==> config.mk <==
export PLATFORM = sky130hd
export DESIGN_NAME = fifo_sync_param_flat
export DESIGN_NICKNAME = d
export VERILOG_FILES = /design/src/rtl/fifo_sync_param_if.sv /design/src/rtl/fifo_sync_param.sv /design/src/flat_wrapper.sv
export SDC_FILE = /design/constraint.sdc
export NUM_CORES = 1
export LEC_CHECK = 0
export CORE_ASPECT_RATIO = 1.4
export CORE_UTILIZATION = 59
export CTS_CLUSTER_SIZE = 30
export DETAILED_ROUTE_END_ITERATION = 16
export PLACE_DENSITY = 0.79
export RECOVER_POWER = 100
export SLEW_MARGIN = 0
export SYNTH_ARGS = -nofsm -noshare
export SYNTH_HDL_FRONTEND = slang
export SYNTH_SLANG_ARGS = --single-unit
==> constraint.sdc <==
create_clock -name clk -period 3.4 [get_ports clk]
set_input_delay 0.68 -clock clk [delete_from_list [all_inputs] [get_ports clk]]
set_output_delay 0.68 -clock clk [all_outputs]
set_load 0.05 [all_outputs]
==> src/rtl/fifo_sync_param_if.sv <==
// Producer/consumer bundle for fifo_sync_param. The master side drives requests and
// the slave side (the FIFO) returns data, flags, occupancy and sticky errors.
interface fifo_sync_param_if #(
    parameter int DATA_W = 8,
    parameter int DEPTH  = 16
);
    localparam int LVL_W = $clog2(DEPTH) + 1;

    logic              wr_en;
    logic [DATA_W-1:0] din;
    logic              rd_en;
    logic              err_clr;
    logic [DATA_W-1:0] dout;
    logic              full;
    logic              empty;
    logic              almost_full;
    logic              almost_empty;
    logic [LVL_W-1:0]  level;
    logic              overflow;
    logic              underflow;

    modport master (
        output wr_en, din, rd_en, err_clr,
        input  dout, full, empty, almost_full, almost_empty, level, overflow, underflow
    );

    modport slave (
        input  wr_en, din, rd_en, err_clr,
        output dout, full, empty, almost_full, almost_empty, level, overflow, underflow
    );
endinterface

==> src/rtl/fifo_sync_param.sv <==
// Parametrised single-clock FIFO with level, thresholds, sticky errors, registered or FWFT read.
// Latency: flags/level 1 cycle after the accepting edge; dout 1 cycle after write (FWFT) or rd_acc (registered).
// Backpressure: writes on full rejected unless paired with a read; reads on empty rejected; both raise sticky errors.
module fifo_sync_param #(
    parameter int DATA_W    = 8,
    parameter int DEPTH     = 16,
    parameter int AFULL_TH  = DEPTH - 4,
    parameter int AEMPTY_TH = 2,
    parameter int FWFT      = 0
) (
    input  logic               clk,
    input  logic               reset,
    fifo_sync_param_if.slave   bus
);
    localparam int AW = $clog2(DEPTH);
    localparam int PW = AW + 1;
    localparam logic [PW-1:0] AFULL_LVL  = PW'(AFULL_TH);
    localparam logic [PW-1:0] AEMPTY_LVL = PW'(AEMPTY_TH);

    logic [DATA_W-1:0] mem_q [DEPTH];
    logic [PW-1:0]     w_ptr_q, w_ptr_d;
    logic [PW-1:0]     r_ptr_q, r_ptr_d;
    logic [PW-1:0]     level;
    logic [AW-1:0]     w_idx, r_idx;
    logic              empty, full;
    logic              rd_acc, wr_acc;
    logic              overflow_q, overflow_d;
    logic              underflow_q, underflow_d;

    // Wrap bit distinguishes full from empty when the index bits coincide.
    always_comb begin
        w_idx  = w_ptr_q[AW-1:0];
        r_idx  = r_ptr_q[AW-1:0];
        empty  = (w_ptr_q == r_ptr_q);
        full   = (w_idx == r_idx) && (w_ptr_q[AW] != r_ptr_q[AW]);
        level  = w_ptr_q - r_ptr_q;
        rd_acc = bus.rd_en && !empty;
        wr_acc = bus.wr_en && (!full || rd_acc);
    end

    always_comb begin
        w_ptr_d     = w_ptr_q;
        r_ptr_d     = r_ptr_q;
        if (wr_acc) w_ptr_d = w_ptr_q + PW'(1);
        if (rd_acc) r_ptr_d = r_ptr_q + PW'(1);
        // Setting wins over a same-cycle clear.
        overflow_d  = (bus.wr_en && !wr_acc) || (overflow_q && !bus.err_clr);
        underflow_d = (bus.rd_en && empty) || (underflow_q && !bus.err_clr);
    end

    always_ff @(posedge clk or posedge reset) begin
        if (reset) begin
            w_ptr_q     <= '0;
            r_ptr_q     <= '0;
            overflow_q  <= 1'b0;
            underflow_q <= 1'b0;
        end else begin
            w_ptr_q     <= w_ptr_d;
            r_ptr_q     <= r_ptr_d;
            overflow_q  <= overflow_d;
            underflow_q <= underflow_d;
        end
    end

    // Storage is deliberately left out of reset.
    always_ff @(posedge clk) begin
        if (wr_acc) mem_q[w_idx] <= bus.din;
    end

    generate
        if (FWFT != 0) begin : g_fwft
            assign bus.dout = empty ? '0 : mem_q[r_idx];
        end else begin : g_reg
            logic [DATA_W-1:0] dout_q;
            always_ff @(posedge clk or posedge reset) begin
                if (reset)       dout_q <= '0;
                else if (rd_acc) dout_q <= mem_q[r_idx];
            end
            assign bus.dout = dout_q;
        end
    endgenerate

    assign bus.full         = full;
    assign bus.empty        = empty;
    assign bus.level        = level;
    assign bus.almost_full  = (level >= AFULL_LVL);
    assign bus.almost_empty = (level <= AEMPTY_LVL);
    assign bus.overflow     = overflow_q;
    assign bus.underflow    = underflow_q;
endmodule

==> src/flat_wrapper.sv <==
// flat-port wrapper written by rule: the top's interface ports become plain ports
module fifo_sync_param_flat 
#(
    parameter int DATA_W    = 8,
    parameter int DEPTH     = 16,
    parameter int AFULL_TH  = DEPTH - 4,
    parameter int AEMPTY_TH = 2,
    parameter int FWFT      = 0
)
  (clk, reset, bus_wr_en, bus_din, bus_rd_en, bus_err_clr, bus_dout, bus_full, bus_empty, bus_almost_full, bus_almost_empty, bus_level, bus_overflow, bus_underflow);
  fifo_sync_param_if #(.DATA_W(DATA_W), .DEPTH(DEPTH)) bus_i ();
  input  logic clk;
  input  logic reset;
  input wire logic [$bits(bus_i.wr_en)-1:0] bus_wr_en;
  input wire logic [$bits(bus_i.din)-1:0] bus_din;
  input wire logic [$bits(bus_i.rd_en)-1:0] bus_rd_en;
  input wire logic [$bits(bus_i.err_clr)-1:0] bus_err_clr;
  output wire logic [$bits(bus_i.dout)-1:0] bus_dout;
  output wire logic [$bits(bus_i.full)-1:0] bus_full;
  output wire logic [$bits(bus_i.empty)-1:0] bus_empty;
  output wire logic [$bits(bus_i.almost_full)-1:0] bus_almost_full;
  output wire logic [$bits(bus_i.almost_empty)-1:0] bus_almost_empty;
  output wire logic [$bits(bus_i.level)-1:0] bus_level;
  output wire logic [$bits(bus_i.overflow)-1:0] bus_overflow;
  output wire logic [$bits(bus_i.underflow)-1:0] bus_underflow;
  assign bus_i.wr_en = bus_wr_en;
  assign bus_i.din = bus_din;
  assign bus_i.rd_en = bus_rd_en;
  assign bus_i.err_clr = bus_err_clr;
  assign bus_dout = bus_i.dout;
  assign bus_full = bus_i.full;
  assign bus_empty = bus_i.empty;
  assign bus_almost_full = bus_i.almost_full;
  assign bus_almost_empty = bus_i.almost_empty;
  assign bus_level = bus_i.level;
  assign bus_overflow = bus_i.overflow;
  assign bus_underflow = bus_i.underflow;
  fifo_sync_param #(.DATA_W(DATA_W), .DEPTH(DEPTH), .AFULL_TH(AFULL_TH), .AEMPTY_TH(AEMPTY_TH), .FWFT(FWFT)) u_core (.clk(clk), .reset(reset), .bus(bus_i));
endmodule
==> reports/summary.txt, run 1 <==
top-count cell post-synth: edfxtp_1
number of global-route vias before repair: 3,544
# nets final: 448
switch share: 38.0%
row cnt: 43
Max Slew Vio Count: 0
Final setup violation count: 0
clk_skew: 12.1 ps
status: completed
Synth Flop Type: edfxtp_1
Flop pwr share: 31.4%
crit start category: register
CTS root buf: clkbuf_16
Final Util: 72.6%
met2 routed WL: 6760 um
wire length on met3: 722 um
Clock Latency Late Sink: 420 ps
DP Worst Slack: 476 ps
final setup margin: 131 ps
Max Clk Rate: 0.306 GHz
largest net degree at the start of global routing: 31
CTS buffer count: 17
most frequent cells after synthesis: 128 x edfxtp_1, 40 x mux2i_1, 30 x nor2_1
die extent in y: 121 um
hold slack final: 535 ps
synth unique cells: 34
GRT Resource Usage Total: 27.2%
number of synthesis warnings: 0
I/O Pins: 32
arrival time at the worst endpoint: 2590 ps
CP Capture Point: bus_almost_empty
CTS clk-pin slew, worst paths: 60 ps
top cells by area, synth: edfxtp_1 64%, dfrtp_1 8.3%, mux2i_1 6.7%, mux4_2 3.0%, ha_1 1.9%
Critical-path top delay cell: dfrtp_1
CTS sink cnt: 148
sequential fraction of the synthesis area: 72.3%
Placer Congestion: 0.828
routed vias/inst: 6.00
layout cell share with drive strength beyond 1: 14.6%
final worst-path cycle share: 96.2%
Synth Register Bits: 148
Fillers: 643
endpoints failing hold: 0
syn_nets: 394
die area: 10,600 sq um
Max Used Layer: met4
Pwr Total: 7.78 mW
cell area after placement: 6610 sq um
final instance area: 7190 sq um
wire length on met1: 5080 um
Final HPWL DP: 7860 um
maximum vdd ir drop: 0.516 mV
Max-Slew Margin vs Limit: 27.5%
Iteration-0 DRC Markers: 331
crit-path max FO: 4
Layout area overhead: 19.7%
Synth async-reset ratio: 13.5%
Mapped Cells: 371
Avg Cell Area, Syn: 16.2 sq um
Int Pwr: 4.82 mW
ANT nets after route: 0
Netlist Area Pre-Place: 6010 sq um
worst path required time: 2720 ps
PwrDens: 1080 nW/um^2
P_sw: 2.96 mW
CTS tree: yes
leakage: 2.54 nW
drt total wl: 13,100 um
CP peak stage delay: 430 ps
number of detailed-route iterations in the first pass: 5
DR DRC count: 0
worst-margin pin slew: 1090 ps
combinational group share of total power: 43.8%
I/O Buffers: 31
Hold WC Path Type: reg2reg
Die X: 87.3 um
CP top delay family: adder cells
critical path cell sequence: inv_2, ha_1, fa_2, inv_1, a21o_1, a21oi_2, xnor2_2, a2111oi_4, buf_12
FF-to-FF path depth: 8
Critical Path Sink Type: primary output
Ant. Diodes: 0
RSZ-0062 raised after global routing: false
Worst path depth: 9
area leader, netlist: edfxtp_1
top-area cell type share of the netlist area: 64.0%
grt ovf: 0
DR vias: 3,439
post-layout min period: 3270 ps
Initial Utilization: 60.7%
Core ar.: 9900 sq um
CTS max path bufs: 2
crit path from: u_core.w_ptr_q[0]$_DFFE_PP0P_
drt wl/cell: 22.8 um
RR Endpoint: u_core.r_ptr_q[3]$_DFFE_PP0P_
initial antenna violation count: 0
Bufs and invs on worst path: 3
reg2reg setup slack: 550 ps
Max-Cap Viols: 0
Clock power frac: 24.8%
FF-to-FF Start: u_core.r_ptr_q[3]$_DFFE_PP0P_
Post-synth EDFFs: 128
first-pass GRT wire length: 19,800 um
CTS H-tree depth: 4
worst setup path category: reg2out
power groups by stage:
stage | logic [mW] | clock network [mW] | registers (mW)
after CTS | 3.41 | 1.95 | 2.44
after global routing | 3.60 | 2.01 | 2.46
after floorplan | 2.01 | 0 | 2.57
after global placement | 3.29 | 0 | 2.45
final | 3.40 | 1.93 | 2.44
after detailed placement | 3.37 | 0 | 2.46
through the flow:
stage | setup TNS (ps) | instances
after floorplan | -65.9 | 371
after global placement | 0 | 539
after detailed placement | 0 | 539
after CTS | 0 | 571
after global routing | 0 | 573
final | 0 | 573
sequential cells by signal, indices dropped and copies added, names as in the netlist:
signal / flops
u_core.bus.underflow: 1
u_core.mem_q: 128
u_core.r_ptr_q: 5
u_core.w_ptr_q: 5
u_core.bus.overflow: 1
u_core.bus.dout: 8
layout make-up:
type | count | area, sq um | share of cell area (%)
clock buffers | 18 | 429 | 5.97
clock inverters | 14 | 184 | 2.56
inverters | 12 | 45.0 | 0.626
multi-input cells | 195 | 1540 | 21.4
flip-flops and latches | 148 | 4350 | 60.4
well taps | 135 | 169 | 2.35
repair buffers | 51 | 478 | 6.65
repair_timing:
item	4_1_cts	5_1_grt
gates resized for setup	0	6
pin swaps	1	1
setup buffers	0	2
hold buffers	0	0
cloned	0	0
endpoints found under the setup margin	1	2
worst reg2reg max path, stage by stage (launching register included):
cell	delay [ps]
dfrtp_1	450
inv_1	290
ha_1	340
nand4_1	170
nor2_1	110
nor2b_1	130
clkbuf_1	820
nand3_1	220
xnor2_1	190
cell families after synthesis:
| logic type | Yosys count | share of synthesized area, % |
|---|---|---|
| flops | 148 | 72.3 |
| compound gates | 59 | 5.67 |
| simple gates | 57 | 4.21 |
| mux | 56 | 11.2 |
| buf+inv | 28 | 2.52 |
| xor+xnor | 13 | 1.90 |
| fa+ha+maj | 10 | 2.21 |
placed cells by master (no fill, tap or decap), types with 9 or more instances in the layout:
master         Yosys  final
a21oi_1           10      9
clkbuf_1           1     17
clkbuf_16          0     17
dfrtp_1           20     19
dlygate4sd3_1      0     19
edfxtp_1         128    128
ha_1               9      9
inv_1             11     11
mux2i_1           40     40
nand2_1            8      9
nor2_1            30     30
o21ai_0           20     20
o22ai_1           16     16
xnor2_1           10      9
worst min path at each step:
| stage | from | endpoint | slack (ps) | depth (start not counted) |
|---|---|---|---|---|
| global placement | u_core.bus.underflow$_DFF_PP0_ | u_core.bus.underflow$_DFF_PP0_ | 520 | 2 |
| global route | u_core.r_ptr_q[4]$_DFFE_PP0P_ | u_core.r_ptr_q[4]$_DFFE_PP0P_ | 550 | 1 |
| floorplan | u_core.w_ptr_q[4]$_DFFE_PP0P_ | u_core.w_ptr_q[4]$_DFFE_PP0P_ | 500 | 1 |
| CTS | u_core.r_ptr_q[4]$_DFFE_PP0P_ | u_core.r_ptr_q[4]$_DFFE_PP0P_ | 540 | 1 |
| detailed placement | u_core.r_ptr_q[4]$_DFFE_PP0P_ | u_core.r_ptr_q[4]$_DFFE_PP0P_ | 530 | 1 |
| finish | u_core.r_ptr_q[4]$_DFFE_PP0P_ | u_core.r_ptr_q[4]$_DFFE_PP0P_ | 530 | 1 |
routing by layer:
layer / vias to the layer above / track usage (%)
li1: 1524 / -
met1: 1727 / 35.0
met2: 155 / 43.4
met3: 33 / 6.33
met4: 0 / 13.5
met5: - / 0
No activity file was read; power rests on OpenSTA's default activity.
==> run 2: changes to the inputs <==
Settings changed: ABC_CLOCK_PERIOD_IN_PS set to 3400, CTS_BUF_LIST set to sky130_fd_sc_hd__clkbuf_16, HOLD_SLACK_MARGIN set to 0.12.
==> run 2 against run 1 <==
Against the previous run:
- first-iteration DRC count up 7.9%
- power up 0.14%
- die area unchanged
- clock power about the same
- maximum frequency down 0.59%
- critical endpoint unchanged
==> reports/summary.txt, run 2 (synthesis results as in run 1) <==
Fillers: 643
status: completed
post-layout min period: 3290 ps
I/O Buffers: 31
routed vias/inst: 6.01
Iteration-0 DRC Markers: 357
CTS max path bufs: 2
CTS H-tree depth: 4
die area: 10,600 sq um
drt wl/cell: 23.0 um
DR vias: 3,446
RSZ-0062 raised after global routing: false
Core ar.: 9900 sq um
PwrDens: 1080 nW/um^2
final worst-path cycle share: 96.7%
number of flip-flops in the largest register: 128
CP peak stage delay: 440 ps
row cnt: 43
initial antenna violation count: 0
layout cell share with drive strength beyond 1: 14.6%
final setup margin: 111 ps
die extent in y: 121 um
CTS tree: yes
drt total wl: 13,200 um
TNS Setup: 0 ps
first-pass GRT wire length: 19,800 um
Critical Path Sink Type: primary output
arrival time at the worst endpoint: 2610 ps
Initial Utilization: 60.7%
Max Clk Rate: 0.304 GHz
Hold WC Path Type: reg2reg
Hold Path Depth: 1
CTS root buf: clkbuf_16
DP Worst Slack: 476 ps
Multi-input gate area: 1540 sq um
Final setup violation count: 0
critical path cell sequence: inv_2, ha_1, fa_2, inv_1, a21o_1, a21oi_2, xnor2_2, a2111oi_4, buf_12
Die X: 87.3 um
clk_skew: 12.2 ps
Ant. Diodes: 0
worst setup path category: reg2out
# nets final: 448
worst path required time: 2720 ps
crit start category: register
Placed Cells: 539
GRT Resource Usage Total: 27.2%
Max-Slew Margin vs Limit: 28.1%
commonest non-fill, non-tap cell in the layout: edfxtp_1
CTS buffer count: 17
Critical-path top delay cell: dfrtp_1
Placer Congestion: 0.828
cts hold-fix bufs: 0
CTS sink cnt: 148
I/O Pins: 32
leakage: 2.54 nW
Max Slew Vio Count: 0
most frequent cells in the layout: 128 x edfxtp_1, 40 x mux2i_1, 30 x nor2_1, 20 x o21ai_0
reg2reg setup slack: 560 ps
number of global-route vias before repair: 3,544
number of detailed-route iterations in the first pass: 5
ANT nets after route: 0
CTS clk-pin slew, worst paths: 60 ps
Final HPWL DP: 7860 um
Final Util: 72.6%
Storage cell area: 4350 sq um
FF-to-FF path depth: 8
DR DRC count: 0
endpoints failing hold: 0
Max-Cap Viols: 0
final std cells w/o fill: 573
Clock Latency Late Sink: 420 ps
worst-margin pin slew: 1080 ps
maximum vdd ir drop: 0.524 mV
crit-path max FO: 4
grt ovf: 0
Layout area overhead: 19.7%
Reg with most FFs: u_core.mem_q
largest net degree at the start of global routing: 31
==> run 2: cell count changes in the layout (fill, tap and decap cells not counted) <==
| cell | delta |
|---|---|
| clkbuf_1 | -1 |
| inv_1 | +1 |
==> run 2: area by class of cell <==
type,instances,area share [%]
sequential,148,60.4
multi-input combinational,195,21.4
timing repair buffer,51,6.65
clock buffer,17,5.92
clock inverter,15,2.61
tap,135,2.35
inverter,12,0.626
==> run 2: critical path, delay by kind of cell, from the launching register on <==
kind            cells  cell delay (ps)
fa+ha+maj           2              600
compound gates      3              590
flops               1              440
buf+inv             3              360
xor+xnor            1              190
==> run 2: worst paths after layout <==
kind,endpoint,startpoint
worst min-delay path,u_core.r_ptr_q[4]$_DFFE_PP0P_,u_core.r_ptr_q[4]$_DFFE_PP0P_
max in group asynchronous,u_core.r_ptr_q[1]$_DFFE_PP0P_,reset
worst max register to register,u_core.r_ptr_q[3]$_DFFE_PP0P_,u_core.r_ptr_q[3]$_DFFE_PP0P_
worst max-delay path,bus_almost_empty,u_core.w_ptr_q[0]$_DFFE_PP0P_
min in group asynchronous,u_core.bus.overflow$_DFF_PP0_,reset
worst min register to register,u_core.r_ptr_q[4]$_DFFE_PP0P_,u_core.r_ptr_q[4]$_DFFE_PP0P_
==> run 2: where the power goes <==
part / switching [mW] / internal (mW) / total [mW]
registers: 0.190 / 2.25 / 2.44
logic: 2.07 / 1.34 / 3.41
clock network: 0.715 / 1.22 / 1.93
total: 2.97 / 4.81 / 7.79
==> run 2: metrics by stage <==
stage | hold slack (ps) | power [mW] | instance area, sq um
floorplan | 498 | 4.58 | 6020
global route | 549 | 8.07 | 7190
CTS | 538 | 7.79 | 7220
detailed placement | 526 | 5.83 | 6610
finish | 535 | 7.79 | 7190
global placement | 519 | 5.74 | 6610
==> run 2: what timing repair did <==
action,CTS,global route
gates resized for setup,0,6
pin swaps,1,1
buffers inserted,0,2
setup endpoints to repair,1,2
==> run 2: layer usage <==
metal  share of wire, %  wire (um)  GRT usage [%]  up-vias
li1                   -          -              -     1526
met2                 51       6740           43.4      166
met4                3.8        498           13.5        0
met1                 39       5190           35.0     1718
met3                5.6        736           6.33       36
met5                  0          0              0        -
==> run 3: changes to the inputs <==
Settings changed: CORE_MARGIN set to 10.
==> run 3 against run 2 <==
Against the previous run:
- critical path depth down 1
- critical path type unchanged
- utilization fell by 1.5 points
- maximum frequency barely moved
==> reports/summary.txt, run 3 (synthesis results as in run 1) <==
DR DRC count: 0
number of global-route vias before repair: 3,426
post-cts resize count: 0
Final setup violation count: 0
Max Clk Rate: 0.304 GHz
RR Endpoint: u_core.mem_q[15][5]$_DFFE_PP_
I/O Buffers: 31
initial antenna violation count: 0
Final HPWL DP: 7820 um
crit path from: u_core.w_ptr_q[0]$_DFFE_PP0P_
Clock Latency Late Sink: 420 ps
number of detailed-route iterations in the first pass: 5
Setup Buffers After CTS: 0
Max-Cap Viols: 0
crit start category: register
worst path required time: 2720 ps
FF-to-FF Start: u_core.r_ptr_q[3]$_DFFE_PP0P_
CTS H-tree depth: 4
GRT Resource Usage Total: 17.8%
Max Used Layer: met4
RSZ-0062 raised after global routing: false
CTS root buf: clkbuf_16
Final Util: 71.2%
arrival time at the worst endpoint: 2610 ps
Reg with most FFs: u_core.mem_q
crit-path max FO: 4
met2 routed WL: 6250 um
first-pass GRT wire length: 19,500 um
most frequent cells in the layout: 128 x edfxtp_1, 40 x mux2i_1, 30 x nor2_1, 22 x clkbuf_1
CTS buffer count: 17
routed vias/inst: 5.94
Iteration-0 DRC Markers: 304
CTS clk-pin slew, worst paths: 60 ps
final worst-path cycle share: 96.8%
wire length on met1: 5180 um
ANT nets after route: 0
DP Worst Slack: 551 ps
hold slack final: 520 ps
status: completed
final setup margin: 109 ps
I/O Pins: 32
Ant. Diodes: 0
grt ovf: 0
worst setup path category: reg2out
Layout area overhead: 17.9%
row cnt: 43
number of flip-flops in the largest register: 128
worst-margin pin slew: 935 ps
Core ar.: 9950 sq um
cell area after placement: 6630 sq um
cts hold-fix bufs: 0
# nets final: 448
maximum vdd ir drop: 0.636 mV
CTS tree: yes
TNS Setup: 0 ps
Fillers: 631
CTS max path bufs: 2
Hold WC Path Type: reg2reg
Max Slew Vio Count: 0
DR vias: 3,406
FF-to-FF path depth: 7
clk_skew: 4.59 ps
drt total wl: 12,500 um
PwrDens: 1020 nW/um^2
Initial Utilization: 60.3%
die extent in y: 139 um
largest net degree at the start of global routing: 31
Placer Congestion: 0.829
drt wl/cell: 21.8 um
Die X: 105 um
layout cell share with drive strength beyond 1: 12.8%
commonest non-fill, non-tap cell in the layout: edfxtp_1
post-layout min period: 3290 ps
Critical Path Sink Type: primary output
die area: 14,700 sq um
endpoints failing hold: 0
Max-Slew Margin vs Limit: 37.7%
reg2reg setup slack: 550 ps
CTS sink cnt: 148
final instance area: 7080 sq um
leakage: 2.49 nW
CP Capture Point: bus_level[4]
wire length on met3: 637 um
[run 3: routing by layer]
layer | track usage [%] | vias to the layer above
met2 | 28.4 | 134
met1 | 21.4 | 1713
met4 | 10.5 | 0
met5 | 0 | -
met3 | 4.07 | 38
li1 | - | 1521
[run 3: critical path: stages, from the launching register on]
cell	delay (ps)
dfrtp_1	400
inv_1	120
ha_1	230
fa_1	410
inv_1	70
a21o_1	100
a21oi_1	70
xnor2_1	340
clkdlybuf4s15_2	440
[run 3: area by class of cell]
type | count | area, sq um | share of cell area (%)
flip-flops and latches | 148 | 4340 | 61.3
clock inverters | 15 | 203 | 2.86
multi-input cells | 195 | 1530 | 21.6
well taps | 135 | 169 | 2.39
inverters | 12 | 45.0 | 0.636
repair buffers | 51 | 369 | 5.21
clock buffers | 17 | 425 | 6.01
[run 3: worst min-delay path by stage]
stage          depth (start not counted)                            from                        endpoint  slack, ps
6_report                               2  u_core.bus.underflow$_DFF_PP0_  u_core.bus.underflow$_DFF_PP0_        520
4_1_cts                                2  u_core.bus.underflow$_DFF_PP0_  u_core.bus.underflow$_DFF_PP0_        530
3_5_place_dp                           2  u_core.bus.underflow$_DFF_PP0_  u_core.bus.underflow$_DFF_PP0_        520
3_3_place_gp                           2  u_core.bus.underflow$_DFF_PP0_  u_core.bus.underflow$_DFF_PP0_        520
2_1_floorplan                          1   u_core.w_ptr_q[4]$_DFFE_PP0P_   u_core.w_ptr_q[4]$_DFFE_PP0P_        500
5_1_grt                                2  u_core.bus.underflow$_DFF_PP0_  u_core.bus.underflow$_DFF_PP0_        570
[run 3: where the power goes]
part	switching (mW)	internal, mW
registers	0.154	2.25
logic	1.96	0.921
clock network	0.736	1.23
[run 3: per-stage QoR]
step	power, mW	instances
floorplan	4.58	371
global placement	5.76	541
detailed placement	5.83	541
CTS	7.82	573
global route	7.60	573
finish	7.25	573
==> variant: new RTL, flow settings as in run 1 <==
`DATA_W` is set to 8 in 3 places; all go to 7.
--- a/src/rtl/fifo_sync_param_if.sv
+++ b/src/rtl/fifo_sync_param_if.sv
@@ -2,5 +2,5 @@
 // the slave side (the FIFO) returns data, flags, occupancy and sticky errors.
 interface fifo_sync_param_if #(
-    parameter int DATA_W = 8,
+    parameter int DATA_W = 7,
     parameter int DEPTH  = 16
 );
--- a/src/rtl/fifo_sync_param.sv
+++ b/src/rtl/fifo_sync_param.sv
@@ -3,5 +3,5 @@
 // Backpressure: writes on full rejected unless paired with a read; reads on empty rejected; both raise sticky errors.
 module fifo_sync_param #(
-    parameter int DATA_W    = 8,
+    parameter int DATA_W    = 7,
     parameter int DEPTH     = 16,
     parameter int AFULL_TH  = DEPTH - 4,
--- a/src/flat_wrapper.sv
+++ b/src/flat_wrapper.sv
@@ -2,5 +2,5 @@
 module fifo_sync_param_flat 
 #(
-    parameter int DATA_W    = 8,
+    parameter int DATA_W    = 7,
     parameter int DEPTH     = 16,
     parameter int AFULL_TH  = DEPTH - 4,
Interface: changed (resized bus_din and bus_dout); port bits go from 32 to 30. No check against the original RTL was run, so the function may have changed too.
==> variant against run 1 <==
- combinational power decreased by 21%
- area after synthesis decreased by 10%
- die area decreased by 9.9%
- non-clock buffer count decreased by 19
- first-iteration DRC count decreased by 15%
- setup slack improved by 16 ps
- global-route usage decreased by 2.4 points
- sequential cell count decreased by 17
- wire length decreased by 18%
- core utilization decreased by 0.065 points
- total power decreased by 15%
- cell area decreased by 12%
==> variant: results (changes against run 1) <==
Pwr
  – Sequential Power Share: 0.330 (+0.016)
  – Power Clock: 1.72 mW (-11%)
  – Cell-internal power: 3.96 mW (-18%)
  – VDD IR max: 1.61 mV (+210%)
  – Leak pwr: 2.28 nW (-10%)
  – Sw Pwr: 2.61 mW (-12%)

Critical path
  – Worst Setup SP: u_core.r_ptr_q[1]$_DFFE_PP0P_
  – Reg2Reg Setup Slack: 650 ps (+100 ps)
  – Critical R2R Capture: u_core.mem_q[2][4]$_DFFE_PP_
  – Critical path arrival: 2570 ps (-20 ps)
  – Critical path peak fanout: 9 (+5)
  – Setup crit end: bus_level[3]
  – Largest stage delay, worst path: 530 ps (+100 ps)
  – Worst r2r src: u_core.r_ptr_q[2]$_DFFE_PP0P_
  – FF-to-FF path depth: 6 (-2)

STA
  – Min Hold Slack: 497 ps (-37.2 ps)
  – Fmax achieved: 0.307 GHz (+0.49%)
  – Max_slew headroom: 0.403 (+0.127)
  – Final Skew: 10.1 ps (-2.05 ps)

Place
  – Pre-CTS WS: 372 ps (-104 ps)
  – Final Wtd Congestion: 0.773 (-6.5%)
  – Dpl cell area: 5830 um2 (-12%)
  – Inst Count DP: 459 (-15%)
  – Post-DP HPWL: 6.98 mm (-11%)

Final layout
  – Share of cells above drive strength 1: 0.135 (-0.0114)
  – Fill cell count: 547 (-15%)
  – Largest register FFs: 112 (-13%)
  – Non-filler cells in the finished layout: 491 (-14%)

Drt
  – Wire per inst: 21.8 um (-4.3%)
  – DR vias/cell: 5.99 (-0.23%)
  – First-pass iteration count of the detailed router: 4 (-1)

Clock tree
  – Resized Gates After CTS: 2 (+2)

Global route
  – Largest net degree at the start of global routing: 53 (+71%)
  – First-pass GRT wire length: 17.0 mm (-14%)
  – Tot GR Track Use: 0.248 (-0.0237)
  – Vias in the first global route: 3,103 (-12%)

Logic synthesis
  – Syn nets: 356 (-9.6%)
  – Most instantiated cells after synthesis: 112 x edfxtp_1, 35 x mux2i_1, 19 x dfrtp_1, 19 x nor2_1, 14 x o22ai_1
  – Avg Cell Area, Syn: 16.2 um2 (-0.19%)
  – Largest cells by area after synthesis: edfxtp_1 62%, dfrtp_1 8.8%, mux2i_1 6.5%
  – Number of synthesized flops with an enable pin: 112 (-13%)

Min path
  – Hold_sp: u_core.bus.overflow$_DFF_PP0_

Outcome
  – Status: finished clean
[variant: kinds of logic after synthesis]
| logic type | synth area share |
|---|---|
| adders and majority gates | 0.0246 |
| muxes | 0.109 |
| and+or+nand+nor | 0.0531 |
| AOI/OAI and AO/OA | 0.0582 |
| buffers and inverters | 0.0230 |
| DFF | 0.711 |
| xor gates and xnor gates | 0.0211 |
[variant: area by class of cell]
type / instances / area [um2] / share of cell area
inverters: 12 / 48.8 / 0.00772
flip-flops and latches: 131 / 3840 / 0.608
clock buffers: 24 / 492 / 0.0778
multi-input cells: 179 / 1440 / 0.227
clock inverters: 8 / 76.3 / 0.0121
well taps: 105 / 131 / 0.0208
repair buffers: 32 / 294 / 0.0465
[variant: routing by layer]
layer / share of wire / routed length [um] / global-route usage / vias up
met2: 0.51 / 5440 / 0.417 / 120
met5: 0 / 0 / 0 / -
met1: 0.41 / 4350 / 0.313 / 1450
met3: 0.063 / 671 / 0.0689 / 18
li1: - / - / - / 1352
met4: 0.022 / 239 / 0.0908 / 0
